[config.mk]
export PLATFORM = sky130hd
export DESIGN_NAME = irq_sched
export DESIGN_NICKNAME = d
export VERILOG_FILES = /design/src/rtl/irq_sched.sv
export SDC_FILE = /design/constraint.sdc
export NUM_CORES = 1
export LEC_CHECK = 0
export CORE_MARGIN = 10
export CORE_UTILIZATION = 44
export DETAILED_ROUTE_END_ITERATION = 8
export GPL_TIMING_DRIVEN = 0
export PLACE_DENSITY = 0.81
export SETUP_SLACK_MARGIN = 0.3
export SLEW_MARGIN = 20
export SYNTH_ARGS = -nofsm -noshare
export SYNTH_HDL_FRONTEND = slang
export SYNTH_SLANG_ARGS = --single-unit
[constraint.sdc]
create_clock -name clk -period 2.9 [get_ports clk]
set_clock_uncertainty 0.1 [all_clocks]
set_input_delay 0.725 -clock clk [delete_from_list [all_inputs] [get_ports clk]]
set_output_delay 0.725 -clock clk [all_outputs]
set_load 0.05 [all_outputs]
[src/rtl/irq_sched.sv]
// rtl/irq_sched.sv - interrupt scheduler: masked fixed-priority requests, safe-slot injection, no nesting, post-return hold-off
module irq_sched #(
    parameter int NSRC    = 4,
    parameter int HOLDOFF = 3,
    localparam int CW     = (NSRC > 1) ? $clog2(NSRC) : 1
) (
    input  logic            clk,
    input  logic            reset,
    input  logic [NSRC-1:0] irq_in,
    input  logic            kernel_in,
    input  logic            flush_in,
    input  logic            stall_in,
    input  logic [31:0]     id_pc,
    input  logic            eret_in,
    input  logic            mask_we,
    input  logic [NSRC-1:0] mask_wdata,
    output logic            take_irq,
    output logic [CW-1:0]   irq_cause,
    output logic [31:0]     epc,
    output logic [NSRC-1:0] irq_mask,
    output logic            busy
);

    typedef enum logic [1:0] {
        S_IDLE,
        S_INJECT,
        S_IN_HANDLER
    } state_t;

    state_t          r_state;
    state_t          w_next;
    logic [3:0]      r_holdoff;
    logic            r_take;
    logic            r_busy;
    logic [CW-1:0]   r_cause;
    logic [31:0]     r_epc;
    logic [NSRC-1:0] r_mask;

    logic [NSRC-1:0] w_req;
    logic [CW-1:0]   w_winner;
    logic            w_safe;
    logic            w_go;
    logic            w_ret;

    // Descending scan so the lowest set index wins.
    always_comb begin
        w_req    = irq_in & r_mask;
        w_winner = '0;
        for (int i = NSRC - 1; i >= 0; i--) begin
            if (w_req[i]) begin
                w_winner = CW'(i);
            end
        end
    end

    assign w_safe = ~flush_in & ~stall_in & ~kernel_in & (r_holdoff == 4'd0);

    always_comb begin
        w_next = r_state;
        w_go   = 1'b0;
        w_ret  = 1'b0;
        case (r_state)
            S_IDLE: begin
                if ((|w_req) && w_safe) begin
                    w_next = S_INJECT;
                    w_go   = 1'b1;
                end
            end
            S_INJECT: begin
                w_next = S_IN_HANDLER;
            end
            S_IN_HANDLER: begin
                if (eret_in) begin
                    w_next = S_IDLE;
                    w_ret  = 1'b1;
                end
            end
            default: begin
                w_next = S_IDLE;
            end
        endcase
    end

    always_ff @(posedge clk) begin
        if (!reset) begin
            r_state <= S_IDLE;
        end else begin
            r_state <= w_next;
        end
    end

    // Take and busy are registered from the next state so Control sees clean levels.
    always_ff @(posedge clk) begin
        if (!reset) begin
            r_take    <= 1'b0;
            r_busy    <= 1'b0;
            r_cause   <= '0;
            r_epc     <= 32'd0;
            r_mask    <= '1;
            r_holdoff <= 4'd0;
        end else begin
            r_take <= w_go;
            r_busy <= (w_next != S_IDLE);
            if (w_go) begin
                r_cause <= w_winner;
                r_epc   <= id_pc;
            end
            if (mask_we) begin
                r_mask <= mask_wdata;
            end
            if (w_ret) begin
                r_holdoff <= 4'(HOLDOFF);
            end else if (r_holdoff != 4'd0) begin
                r_holdoff <= r_holdoff - 4'd1;
            end
        end
    end

    assign take_irq  = r_take;
    assign busy      = r_busy;
    assign irq_cause = r_cause;
    assign epc       = r_epc;
    assign irq_mask  = r_mask;

endmodule

# After elaboration in Yosys (flattened, before gate mapping)
# Cells that the tools add are included.
[word_totals] inputBits=47 reg_bits=46 output_inout_bits=40 elab_cells=40
[op_classes] bitwise_logic=8 mux=13 n_eq_ne=2 n_addsub=1 reduce_logical=8
[ops] operator="2-bit two-way mux" n=8
[ops] operator="2-bit case mux with 3 select lines" n=1
[ops] operator="4-bit bitwise AND" n=1
[ops] operator="4-bit logical NOT" n=1
[ops] operator="1-bit two-way mux" n=4
[ops] operator="1-bit NOT" n=4
[ops] operator="2-bit nonzero test" n=2
[ops] operator="4-bit nonzero test" n=1
[ops] operator="4-bit OR reduction" n=1
[ops] operator="4-bit by 1-bit subtractor with 4-bit output (second input constant)" n=1
[ops] operator="1-bit bitwise AND" n=3
[ops] operator="2-bit by 1-bit == test with 1-bit output (second input constant)" n=1
[ops] operator="2-bit == test (second input constant)" n=1
[ops] operator="2-bit logical NOT" n=1
[ops] operator="2-bit OR reduction" n=1
[ops] operator="1-bit logical AND" n=1

# Depth between registers and ports, before layout
[depth] ltp_word=8 mapped_depth=9

# Worst setup path before layout
# OpenSTA, ideal clock, no wires.
[synth_path] path_kind="in2reg" startpoint="input flush_in" endpoint="register r_epc[10] (netlist: epc[10])" required_time_ps=2726 t_arrival_ps=1894 stages=6 slack_ps=832 n_path_buf=2 cell_sequence="or2_2 a2111oi_4 buf_6 buf_12 nand3_1 o21ai_0"
[synth_between] elab_chain_len=7
[synth_lines] item="start: declaration" line_no="11" rtl="input logic flush_in,"
[synth_lines] item="1-bit NOT" line_no="56" rtl="assign w_safe = ~flush_in & ~stall_in & ~kernel_in & (r_holdoff == 4'd0);"
[synth_lines] item="1-bit bitwise AND (3 in series)" line_no="56"
[synth_lines] item="1-bit logical AND" line_no="64" rtl="if ((|w_req) && w_safe) begin"
[synth_lines] item="1-bit two-way mux" line_no="64"
[synth_lines] item="1-bit two-way mux" line_no="62" rtl="case (r_state)"
[synth_lines] item="end signal: assignment" line_no="106" rtl="r_epc <= id_pc;"
[synth_lines] item="end: declaration" line_no="36" rtl="logic [31:0] r_epc;"
# No other way between the ends.
# A chain may end at the register's enable or synchronous reset.

# Final worst setup path
# Ends and elaborated chain as after synthesis.

==> summary.md <==
| Metric | Value |
|---|---|
| Status | `finished, final reports clean` |
| Vias in the first global route | `roughly 1700` |
| Htree depth | `2` |
| Placer Congestion | `about 0.73` |
| Area share of the largest cell type after synthesis | `0.487` |
| Synth cell types | `29` |
| DP HPWL | `around 4000 um` |
| Yosys warning total | `0` |
| Gr usage total | `0.143` |
| Total global routing overflow | `0` |
| Final antenna-violating net count | `0` |
| Port Buf Inserts | `85` |
| Slew Limit Fails | `0` |
| Sw frac | `0.305` |
| Synthesized flop and latch total | `between 40 and 50` |
| P_sw | `525 uW` |
| Kind of critical path | `input port to flip-flop` |
| Post-CTS sizing | `0` |
| Critical path cell sequence | `clkdlybuf4s50_1, or2_2, a2111oi_4, buf_6, buf_12, nand3_1, o21ai_0` |
| Share of cells above drive strength 1 | `0.0906` |
| DP Area | `2800 um2` |
| Layout area overhead | `54.0%` |
| Clk pwr share | `0.269` |
| Sink Count | `46` |
| Slowest-stage cell, CP | `a2111oi_4` |
| Via count | `around 1700` |
| Final count of hold timing violations | `0` |
| CP max FO | `10` |
| Synth Area per Inst | `~9.2 um2` |
| Max-Cap Viols | `0` |
| Final Util | `0.712` |
| Post-Syn Nets | `approximately 250` |
| Internal Power | `~1.2 mW` |
| Worst-case vdd ir drop | `roughly 0.38 mV` |
| Cell row count | `23` |
| Non-filler cells, final | `around 350` |
| Slew of the pin with the lowest slew margin | `roughly 0.54 ns` |
| Reg area | `921 um2` |
| Synthesized cell area | `approximately 1900 um2` |
| Diodes inserted | `0` |
| Number of I/O pins | `87` |
| PwrDens | `~590 nW/um2` |
| Clock Path Buffers | `2` |
| DRT Pass-1 Iters | `4` |
| CP startpoint kind | `input port` |
| Antenna violations before repair | `0` |
| Number of remaining DRC errors | `0` |
| Design Area, Final | `~2900 um2` |
| Die Y | `85.5 um` |
| CP required | `just over 3 ns` |
| Starting density of the core | `0.462` |
| Post-Syn Instances | `between 200 and 250` |
| Placed cells | `340` |
| Logic pwr share | `0.309` |
| Crit-path max cell delay | `between 0.5 and 0.6 ns` |
| Min cycle time layout | `~2.4 ns` |
| Buf/Inv on CP | `3` |
| CP delay by family, top | `buffers and inverters` |
| Via-to-Cell Ratio | `about 5` |
| Setup tns final | `0 ns` |
| Post-CTS Setup Bufs | `0` |
| Arrival @ worst endpoint | `around 2.5 ns` |
| Filler instances | `between 300 and 400` |
| Die area | `~7300 um2` |
| Fmax | `approximately 0.42 GHz` |
| Routed wire per std cell | `roughly 15 um` |
| First-pass GRT wire length | `approximately 8500 um` |
| Footprint of the multi-input gates | `between 700 and 800 um2` |
| Sequential element share of the synthesized area | `0.487` |
| Total Routed Length | `between 5000 and 6000 um` |
| Main area contributors after synthesis | `dfxtp_1, nand3_1, nand2_1, o21ai_0, clkbuf_8` |
| Slew HR | `0.642` |
| CP endpoint kind | `flip-flop` |
| Setup violators final | `0` |
| Static leakage | `~1.1 nW` |
| Core footprint | `4090 um2` |
| Root cell of the clock tree | `clkbuf_8` |
| Largest net degree at the start of global routing | `14` |
| Total CTS buffers | `5` |
| Seq pwr share | `0.423` |
| Final worst path period share | `0.813` |
| Unrepaired setup endpoints after global routing | `false` |
| Nets | `between 300 and 400` |
| CTS Hold Buffers Added | `0` |
| Clock Latency Late Sink | `0.30 ns` |
| Clock transition at the registers of the reported paths | `0.08 ns` |
| CTS tree | `done` |
| Iter 0 DRT Violations | `a little under 70` |
| Dominant cell type by area after synthesis | `dfxtp_1` |
| Hold Crit Class | `flip-flop to flip-flop` |
| Die X | `~86 um` |
cell usage after synthesis, drive strengths merged:
| cell type | count |
|---|---|
| nor3 | 1 |
| o21ai | 34 |
| nor2 | 3 |
| inv | 3 |
| and2 | 2 |
| a21boi | 2 |
| o41ai | 2 |
| or3b | 1 |
| nand3b | 1 |
| a32o | 1 |
| buf | 8 |
| a2111oi | 1 |
| clkbuf | 9 |
| xnor2 | 3 |
| nand2 | 40 |
| dfxtp | 46 |
| ha | 2 |
| or3 | 1 |
| or2 | 2 |
| nand4 | 1 |
| a22oi | 2 |
| nand3 | 33 |
| mux2i | 5 |
| nor2b | 2 |
registers in the layout, indices dropped and copies added (netlist names):
name,count
r_holdoff,4
busy,1
epc,32
irq_mask,4
irq_cause,2
take_irq,1
r_state,2
cell families after synthesis:
logic type               share of synthesized area
AO/OA/AOI/OAI                                0.135
XOR/XNOR                                    0.0139
adder cells (fa/ha/maj)                     0.0132
buffers and inverters                        0.112
flip-flops                                   0.487
multiplexers                                0.0265
AND/OR/NAND/NOR                              0.212
cells in the final DEF (no fill, tap or decap), types with 2 or more instances in the layout:
cell type / instances
nand2_1: 40
or2_2: 2
inv_1: 3
nor2_1: 3
nor2b_1: 2
clkdlybuf4s50_1: 85
o21ai_0: 22
clkbuf_8: 10
mux2i_1: 5
ha_1: 2
a22oi_1: 2
dfxtp_1: 46
clkbuf_1: 3
and2_2: 2
buf_12: 3
clkbuf_2: 3
o41ai_1: 2
a21boi_0: 2
xnor2_1: 3
o21ai_1: 12
nand3_1: 33
buf_6: 4
worst register-to-register path, stage by stage, from the launching register on:
cell       delay (ns)
dfxtp_1          0.34
inv_1            0.08
ha_1             0.13
or3b_1           0.35
buf_6            0.15
a2111oi_4        0.45
buf_6            0.24
buf_12           0.14
nand3_1          0.07
o21ai_0          0.07
power by group through the flow:
| stage | sequential (mW) | clock [mW] | combinational [mW] |
|---|---|---|---|
| final | 0.728 | 0.463 | 0.532 |
| after global placement | 0.740 | 0 | 0.529 |
| after global routing | 0.736 | 0.510 | 0.576 |
| after floorplan | 0.844 | 0 | 0.259 |
| after CTS | 0.728 | 0.478 | 0.537 |
| after detailed placement | 0.742 | 0 | 0.534 |
layer usage:
metal | wire length (um) | vias up | global-route usage
li1 | - | 882 | -
met1 | 2230 | 779 | 0.167
met2 | 2500 | 72 | 0.222
met3 | 520 | 5 | 0.0691
met4 | 62 | 0 | 0.0539
met5 | 0 | - | 0
stage by stage:
step           power (mW)  worst slack (ns)  hold WS, ns
2_1_floorplan        1.10             0.832        0.378
3_3_place_gp         1.27             0.217        0.334
3_5_place_dp         1.28             0.219        0.342
4_1_cts              1.74             0.536        0.354
5_1_grt              1.82             0.409        0.367
6_report             1.72             0.544        0.352
final cells by class:
type	instances	share of cell area
plain buffers	17	0.0688
clock buffers	7	0.0262
inverters	3	0.00387
multi-input cells	139	0.260
well taps	50	0.0215
flip-flops and latches	46	0.317
repair buffers	85	0.292
clock inverters	1	0.0103
final timing paths:
kind | slack, ns | to | from | cells past startpoint
max | 0.54 | epc[10] | flush_in | 7
min | 0.35 | epc[30] | epc[30] | 2
max reg2reg | 0.71 | epc[10] | r_holdoff[0] | 9
min reg2reg | 0.35 | epc[30] | epc[30] | 2
(Power assumes the default switching activity.)
==> patch, RTL diff (config.mk and constraints unchanged) <==
Set the parameter `NSRC` to 8 (it was 4).
--- a/src/rtl/irq_sched.sv
+++ b/src/rtl/irq_sched.sv
@@ -1,6 +1,6 @@
 // rtl/irq_sched.sv - interrupt scheduler: masked fixed-priority requests, safe-slot injection, no nesting, post-return hold-off
 module irq_sched #(
-    parameter int NSRC    = 4,
+    parameter int NSRC    = 8,
     parameter int HOLDOFF = 3,
     localparam int CW     = (NSRC > 1) ? $clog2(NSRC) : 1
 ) (
Ports: changed (resized irq_cause, irq_in, irq_mask and mask_wdata); port bits go from 87 to 100. No check against the original RTL was run, so the function may have changed too.
==> patch against the original RTL <==
Global-route usage is 0.32 points higher. Wire length up 6.0%. Final area increased by 11%. Synthesized area increased by 7.5%. Critical path type unchanged. Final cell count rose by 2.9%. Setup slack got worse by 120 ps. Maximum frequency decreased by 4.9%. Combinational power is 20% higher. Sequential cell count up 5. Total power grew 13%.
==> patch: results (changes against the original RTL) <==
* Unique masters post-synth at 31 (+6.9%)
* Routed wl met3 at 368 µm (-29%)
* Reg-to-reg endpoint: epc[9]
* Clock share of power at 0.258 (-0.011)
* Hold_sp: irq_cause[1]
* Syn nets at 251 (-1.2%)
* Slowest-stage cell, CP: clkdlybuf4s50_1
* Share of post-route cells with drive strength above 1 at 0.07516 (-0.01544)
* Total power at 1.952 mW (+13%)
* Met2 GRT Util at 0.2599 (+0.03785)
* Pre-CTS setup slack at 73.53 ps (-145.9 ps)
* First-pass GRT wire length at 9135 µm (+7.6%)
* GPL Wtd Cong at 0.7353 (+0.99%)
* Total GRT Usage at 0.1464 (+0.003220)
* Compound-Gate Fraction of Synth Area at 0.06650 (-0.06860)
* Synth area leaders: dfxtp_1, mux2i_1, nor2_1, buf_12, nand2_1
* Buffers on Ports at 98 (+15%)
* Worst hold path endpoint: irq_cause[1]
* Finished Layout Cells at 358 (+2.9%)
* Outcome: complete, no violations
* Commonest cells in the netlist: dfxtp_1, mux2i_1, nor2_1
* Vias at 1744 (+0.35%)
* Vias in the first global route at 1824 (+6.6%)
* DPL Wire Length at 4515 µm (+9.7%)
* XOR/XNOR Fraction of Synth Area at 0.01293 (-0.0009763)
* Net Sw Frac at 0.3045 (-0.0004197)
* Grt met1 use at 0.1569 (-0.009718)
* Adder-Cell Fraction of Synth Area at 0.01232 (-0.0009298)
* Peak supply drop at 0.0003298 V (-14%)
* PwrDens at 602.4 mW/mm² (+1.7%)
* Post-Syn Area per Cell at 10.47 µm² (+14%)
* Final Cycle Share at 0.8544 (+0.04185)
* Comb pwr share at 0.327 (+0.018)
* WL/cell at 15.73 µm (+3.1%)
* # placed instances at 344 (+1.2%)
* Worst EP arrival at 2550 ps (+80 ps)
* DRT met1 WL at 2184 µm (-1.9%)
* Placed instance area at 0.003078 mm² (+9.8%)
* DRT iter0 DRCs at 71 (+4.4%)
* Fin Hold WS at 377.3 ps (+25.05 ps)
* Path depth of the worst reg2reg path at 10 (+1)
patch: cell count changes after synthesis, sizes merged, moves of 5 or more:
| cell | delta |
|---|---|
| dfxtp | +5 |
| o21ai | -31 |
| mux2i | +36 |
| nor2 | +34 |
| nand3 | -32 |
| nand2 | -27 |
patch: area by class of cell:
cell class                      count  share of cell area
Clock inverter                      2             0.01081
Tap cell                           52             0.02008
Inverter                            4            0.004633
Sequential cell                    51              0.3151
Timing Repair Buffer              104              0.3166
Multi-Input combinational cell    128              0.2749
Buffer                             11             0.03243
Clock buffer                        6             0.02548
patch: how the worst max path moves through the flow:
stage                  start      end
detailed placement  stall_in  epc[15]
global route        stall_in  epc[11]
finish              stall_in   epc[9]
global placement    stall_in  epc[13]
floorplan           stall_in  epc[10]
CTS                 stall_in   epc[9]
patch: repair_timing:
item,in CTS,in global routing
hold buffers,0,0
setup buffers,0,6
setup endpoints to repair,0,3
